`src/rtl/and_unit_pkg.sv`:
```
// ============================================================================
// Module      : and_unit_pkg
// Description : Shared width constant and result word type for the AND unit.
// Revision    : 1.0 - initial release
// ============================================================================
`default_nettype none

package and_unit_pkg;

    localparam int AND_WIDTH = 20;

    typedef logic [AND_WIDTH-1:0] and_word_t;

    function automatic logic is_all_zero(input and_word_t v);
        return (v == '0);
    endfunction

endpackage

`default_nettype wire

```
`src/rtl/and_unit_core.sv`:
```
// ============================================================================
// Module      : and_unit_core
// Description : Purely combinational bitwise AND of two operands.
// Revision    : 1.0 - initial release
// ============================================================================
`default_nettype none

module and_unit_core
    import and_unit_pkg::*;
#(
    parameter int WIDTH = AND_WIDTH
) (
    input  logic [WIDTH-1:0] a,
    input  logic [WIDTH-1:0] b,
    output logic [WIDTH-1:0] y
);

    assign y = a & b;

endmodule

`default_nettype wire

```
`src/rtl/and_unit.sv`:
```
// ============================================================================
// Module      : and_unit
// Description : Valid/ready wrapped bitwise AND with a one-slot output
//               register and one-cycle latency. Macro AND_UNIT_ZERO_FLAG_EN
//               enables the registered all-zeros flag; otherwise zero is 0.
// Revision    : 1.0 - initial release
// ============================================================================
`default_nettype none

module and_unit
    import and_unit_pkg::*;
#(
    parameter int WIDTH = AND_WIDTH
) (
    input  logic             clk,
    input  logic             rst_n,
    input  logic [WIDTH-1:0] a,
    input  logic [WIDTH-1:0] b,
    input  logic             in_valid,
    output logic             in_ready,
    output logic [WIDTH-1:0] c,
    output logic             zero,
    output logic             out_valid,
    input  logic             out_ready
);

    logic [WIDTH-1:0] w_y;
    logic             w_in_xfer;
    logic [WIDTH-1:0] r_c;
    logic             r_out_valid;

    and_unit_core #(
        .WIDTH (WIDTH)
    ) u_core (
        .a (a),
        .b (b),
        .y (w_y)
    );

    // The slot may be refilled in the same cycle it is drained.
    assign in_ready  = ~r_out_valid | out_ready;
    assign w_in_xfer = in_valid & in_ready;

    always_ff @(posedge clk or negedge rst_n) begin
        if (!rst_n) begin
            r_c         <= '0;
            r_out_valid <= 1'b0;
        end else if (w_in_xfer) begin
            r_c         <= w_y;
            r_out_valid <= 1'b1;
        end else if (out_ready) begin
            r_out_valid <= 1'b0;
        end
    end

    assign c         = r_c;
    assign out_valid = r_out_valid;

`ifdef AND_UNIT_ZERO_FLAG_EN
    logic r_zero;

    always_ff @(posedge clk or negedge rst_n) begin
        if (!rst_n) begin
            r_zero <= 1'b0;
        end else if (w_in_xfer) begin
            r_zero <= (w_y == '0);
        end
    end

    assign zero = r_zero;
`else
    assign zero = 1'b0;
`endif

endmodule

`default_nettype wire

```
`config.mk`:
```
export PLATFORM = sky130hd
export DESIGN_NAME = and_unit
export DESIGN_NICKNAME = d
export VERILOG_FILES = /design/src/rtl/and_unit_pkg.sv /design/src/rtl/and_unit_core.sv /design/src/rtl/and_unit.sv
export SDC_FILE = /design/constraint.sdc
export NUM_CORES = 1
export LEC_CHECK = 0
export ABC_AREA = 1
export BUFFER_PORTS_ARGS = -buffer_cell sky130_fd_sc_hd__buf_2
export CAP_MARGIN = 40
export CORE_AREA = 5 5 57 59
export CTS_CLUSTER_SIZE = 16
export DETAILED_ROUTE_END_ITERATION = 12
export DIE_AREA = 0 0 62 64
export PLACE_DENSITY_LB_ADDON = 0.05
export REMOVE_ABC_BUFFERS = 1
export SETUP_SLACK_MARGIN = 0.5
export SLEW_MARGIN = 0
export SYNTH_ARGS = -nofsm -noshare
export SYNTH_HDL_FRONTEND = slang
export SYNTH_SLANG_ARGS = --single-unit
```
`constraint.sdc`:
```
create_clock -name clk -period 1.19 [get_ports clk]
set_clock_uncertainty 0.2 [all_clocks]
set_input_delay 0.0595 -clock clk [delete_from_list [all_inputs] [get_ports clk]]
set_output_delay 0.0595 -clock clk [all_outputs]
set_load 0.01 [all_outputs]
```
==> results.cfg, run 1 <==
[yosys]
synth.avg_cell_area_um2 = 7.78
netlist_area_um2 = 1030
syn_inst = 133
yosysWarnings = 0
synth_cell_types = 9
yosysSeqAreaShare_pct = 50.8
synth_seq_cells = 21

[timing]
hold_viol = 42
min_period_ns = 1.25
whs_ns = -0.518
report.final.slew_viol_count = 0
fmax_mhz = 798
setup_viol = 7
min_period_over_period_pct = 105
layout_setup_ws_ns = -0.0633
rsz0062_at_grt = true
tns_ns = -0.111

[grt]
overflow = 0
grt_max_degree = 22
grt_pass1_wl_mm = 3.99
grtUsageTotal_pct = 13.3
antenna_found_initial = 0
grt_pass1_vias = 927

[cells_and_area]
stdcell_area_um2 = 1530
fillers = 264
n_antenna_cell = 0
synthToLayoutAreaGrowth_pct = 47.9
nets = 258
drive_above_1_share_pct = 43.2

[cts]
clock_latency_ns = 0.31
cts-root-buf = clkbuf_4
numCtsBuffers = 3
clk_pin_slew_ns = 0.13
cts_tree = built
ctsLongestPathBuffers = 2
cts_max_level = 1
clkSinkCount = 21

[outcome]
violations = negative hold slack, negative setup slack
status = finished, violations left

[power]
power_uw = 1670
netSwitchingPower_uw = 511
combPwrFrac_pct = 28.5
clock_power_share_pct = 21.6
leakage_uw = 0.00106
powerDensity_nw_per_um2 = 1090
vdd_ir_drop_max_uv = 600
internal-power_uw = 1160
swShare_pct = 30.7
seqPwrFrac_pct = 50.0

[floorplan]
core_area_um2 = 2660
die_height_um = 64
dieArea_um2 = 3970
ioPinCount = 67
start_util_pct = 38.9
die_x_um = 62
num_rows = 19

[setup_path]
cp_max_fo = 2
arrival_ns = 0.99
cp.required_ns = 0.93
crit_type = flop to output port
rrSetupSlack_ns = -0.01
cp-end-kind = output port
startpoint_type = flop

[route]
via_count = 1059
ant_nets = 0
wl_per_cell_um = 10.9
wl_mm = 2.66
routed_via_density = 4.34
drt_pass1_iterations = 3
post-route-drc-count = 0
drtIter0Drc = 32

[place]
gp_congestion = 0.676
pre_cts_ws_ns = 0.0708
placed_area_um2 = 1360
place_hpwl_mm = 1.85
port_buffers = 65

[worst_hold_path]
hold_path.class = input pin to asynchronous set/reset pin

[flow_run]
cap_violations = 0
[power groups by stage]
stage / logic [uW] / clock network (uW) / registers [uW]
detailed placement: 384 / 0 / 849
finish: 474 / 359 / 833
global route: 532 / 407 / 843
floorplan: 124 / 0 / 889
global placement: 378 / 0 / 848
CTS: 451 / 373 / 832
[worst paths after layout]
| kind | from | cells past startpoint | to |
|---|---|---|---|
| setup / recovery | out_valid$_DFFE_PN0P_ | 3 | in_ready |
| hold / removal | rst_n | 1 | c[2]$_DFFE_PN0P_ |
| setup reg to reg | out_valid$_DFFE_PN0P_ | 5 | c[15]$_DFFE_PN0P_ |
| hold reg to reg | c[18]$_DFFE_PN0P_ | 2 | c[18]$_DFFE_PN0P_ |
| max in group asynchronous | rst_n | 1 | c[13]$_DFFE_PN0P_ |
| min in group clk | b[2] | 5 | c[2]$_DFFE_PN0P_ |
[what timing repair did]
| action | in CTS | in global routing |
|---|---|---|
| setup endpoints to repair | 43 | 43 |
| buffers inserted | 9 | 4 |
| pin swaps | 1 | 0 |
| cloned | 0 | 1 |
| endpoints found under the hold margin | 42 | 42 |
| resized for setup | 5 | 1 |
[routing by layer]
metal,vias to the layer above,track usage [%],wire length [um]
met5,-,0,0
met4,0,4.77,30
met3,4,3.02,226
met2,38,21.4,1230
met1,463,17.0,1160
li1,554,-,-
[cell usage in the layout (no fill, tap or decap), types with 2 or more instances in the layout]
| master | Yosys | layout |
|---|---|---|
| buf_2 | 0 | 63 |
| clkbuf_4 | 0 | 3 |
| nand2_2 | 3 | 3 |
| nand3_1 | 20 | 20 |
| nand2_1 | 58 | 58 |
| dfrtp_1 | 21 | 21 |
| inv_1 | 21 | 21 |
| buf_4 | 3 | 15 |
| buf_6 | 4 | 3 |
| nand2_4 | 2 | 2 |
[cell usage after synthesis]
library cell	number	area (um2)
conb_1	1	3.75
nand2_4	2	22.5
buf_6	4	45.0
nand3_1	20	100
buf_4	3	22.5
nand2_2	3	18.8
dfrtp_1	21	526
nand2_1	58	218
inv_1	21	78.8
[final cells by class]
class / instances / area, um2 / share of cell area [%]
inverters: 21 / 78.8 / 5.15
multi-input cells: 85 / 383 / 25.0
clock buffers: 3 / 22.5 / 1.47
clock inverters: 1 / 5.00 / 0.327
repair buffers: 82 / 477 / 31.2
well taps: 31 / 38.8 / 2.53
flip-flops and latches: 21 / 526 / 34.3
[metrics by stage]
stage,instances,util [%]
2_1_floorplan,126,-
3_3_place_gp,226,51.1
3_5_place_dp,226,51.1
4_1_cts,239,55.7
5_1_grt,244,57.5
6_report,244,57.5
[sequential cells by signal (all words and copies together) (netlist names)]
| register | cells |
|---|---|
| c | 20 |
| out_valid | 1 |
[critical path, stage by stage (launching register included)]
cell and delay [ns]:
dfrtp_1 0.40, nand2_4 0.06, buf_8 0.12, buf_6 0.11
[logic make-up (layout without fill, tap and decap cells)]
family | after synthesis | after routing | share of synthesized area, %
AND/OR/NAND/NOR | 83 | 84 | 34.7
flip-flops | 21 | 21 | 50.8
buffers and inverters | 28 | 107 | 14.1
other | 1 | 1 | 0.362
(Power assumes the default switching activity.)
==> run 2: changes to the inputs <==
Settings changed: CTS_CLUSTER_DIAMETER set to 30, PLACE_DENSITY set to 0.78, PLACE_DENSITY_LB_ADDON 0.05 to not set.
Clock period 1.19 ns to 1.4 ns, I/O delays scaled along.
==> run 2 against run 1 <==
Against the previous run: routed wire length up 18%; global-route usage up 3.1 points; largest cell class is now non-clock buffers; via count up 10%; largest power group unchanged; sequential power down 14%; the run ends with negative hold slack left; utilization up 12 points; critical path depth up 2; non-clock buffer count up 15; clock power down 20%.
==> results.cfg, run 2 (synthesis results as in run 1) <==
[outcome]
status = finished, violations left
violations = negative hold slack

[power]
swShare_pct = 31.0
netSwitchingPower_uw = 476
power_uw = 1540
internal-power_uw = 1060
vdd_ir_drop_max_uv = 608
seqPwrFrac_pct = 46.6
combPwrFrac_pct = 34.7
leakage_uw = 0.00117
clock_power_share_pct = 18.7
powerDensity_nw_per_um2 = 835

[setup_path]
crit_type = flop to flop
cp.required_ns = 1.40
path_buf_inv = 1
crit_path_max_incr_delay_ns = 0.42
cp-end-kind = flop
cp_max_fo = 6
crit_family = flip-flops
cp_cell_sequence = nand2_4 > buf_12 > nand2_8 > nand2_1 > nand2_1
ff2ff_path_depth = 5
startpoint_type = flop
rrSetupSlack_ns = 0.18
cpMaxStageDelayCell = dfrtp_1
cp.depth = 5
cpMostUsedCell = nand2_1
arrival_ns = 1.22

[route]
met1Wirelength_mm = 1.32
ant_nets = 0
post-route-drc-count = 0
wl_per_cell_um = 12.0
wl_mm = 3.14
routed_via_density = 4.48
drtIter0Drc = 34
drt_pass1_iterations = 4
wl_met3_um = 277
met2_length_mm = 1.53
via_count = 1170
top_layer_used = met4

[place]
port_buffers = 65
gp_congestion = 0.681
place_hpwl_mm = 1.89
placed_cells = 225

[cells_and_area]
final_common_cell = buf_2
nets = 275
fin_cells = 261
drive_above_1_share_pct = 53.0
synthToLayoutAreaGrowth_pct = 77.9
final_cell_mix = buf_2 (61), nand2_1 (43), inv_1 (21), dfrtp_1 (21), buf_4 (18)
largest_reg_flops = 20
fillers = 222
n_antenna_cell = 0

[cts]
clk_pin_slew_ns = 0.12
cts_tree = built
numCtsBuffers = 3
clkSinkCount = 21
ctsLongestPathBuffers = 2
clock_latency_ns = 0.29
cts_max_level = 1
cts-root-buf = clkbuf_4

[timing]
fmax_mhz = 820
whs_ns = -0.132
min_period_ns = 1.22
report.final.slew_viol_count = 0
min_period_over_period_pct = 87.1
tns_ns = 0
rsz0062_at_grt = true
setup_viol = 0
hold_viol = 18

[floorplan]
core_area_um2 = 2660
num_rows = 19
ioPinCount = 67
die_height_um = 64
dieArea_um2 = 3970
die_x_um = 62
start_util_pct = 38.9

[grt]
grt_pass1_vias = 1152
antenna_found_initial = 0
grtUsageTotal_pct = 16.4
grt_max_degree = 22
grt_pass1_wl_mm = 5.01
overflow = 0

[flow_run]
cap_violations = 0

[worst_hold_path]
min_delay_path_depth = 5
hold_path.class = input pin to flop
run 2: cell types whose count changed in the layout (fill, tap and decap cells not counted), sizes merged:
cell / delta
clkinv: -1
buf: +5
dlygate4sd3: +10
clkbuf: +1
nand2: +2
run 2: layout make-up:
type / instances / area (um2) / area share [%]
flip-flops and latches: 21 / 526 / 28.6
well taps: 31 / 38.8 / 2.11
multi-input cells: 87 / 524 / 28.5
clock buffers: 4 / 26.3 / 1.43
repair buffers: 97 / 647 / 35.1
inverters: 21 / 78.8 / 4.28
run 2: path summary, 6_finish.rpt:
kind | start | end
hold / removal | b[0] | c[0]$_DFFE_PN0P_
max in group asynchronous | rst_n | c[4]$_DFFE_PN0P_
min in group asynchronous | rst_n | c[6]$_DFFE_PN0P_
hold reg to reg | c[4]$_DFFE_PN0P_ | c[4]$_DFFE_PN0P_
setup reg to reg | out_valid$_DFFE_PN0P_ | c[3]$_DFFE_PN0P_
setup / recovery | out_valid$_DFFE_PN0P_ | c[3]$_DFFE_PN0P_
run 2: power by group through the flow:
stage,clock (uW),combinational [uW],sequential [uW]
2_1_floorplan,0,106,755
3_3_place_gp,0,316,722
3_5_place_dp,0,323,720
4_1_cts,295,448,708
5_1_grt,322,585,723
6_report,287,534,716
run 2: metal layers:
layer | global-route usage [%] | vias up
met2 | 25.1 | 47
met4 | 3.98 | 0
met5 | 0 | -
met1 | 23.2 | 530
li1 | - | 591
met3 | 3.62 | 2
run 2: worst min-delay path, cell delays in order:
cell     delay (ns)
buf_2          0.07
nand2_1        0.04
inv_1          0.04
nand3_1        0.06
nand2_1        0.06
run 2: what timing repair did:
item	4_1_cts	5_1_grt
pin swaps	2	1
gates cloned	3	0
setup buffers	12	7
setup endpoints to repair	43	43
hold buffers	9	1
endpoints found under the hold margin	41	18
gates resized for setup	11	28
run 2: stage by stage:
| step | util [%] | instance area, um2 | worst slack [ns] |
|---|---|---|---|
| detailed placement | 50.8 | 1350 | 0.161 |
| global placement | 50.8 | 1350 | 0.201 |
| floorplan | - | 967 | 0.162 |
| finish | 69.1 | 1840 | 0.181 |
| CTS | 62.5 | 1670 | 0.184 |
| global route | 69.1 | 1840 | 0.143 |
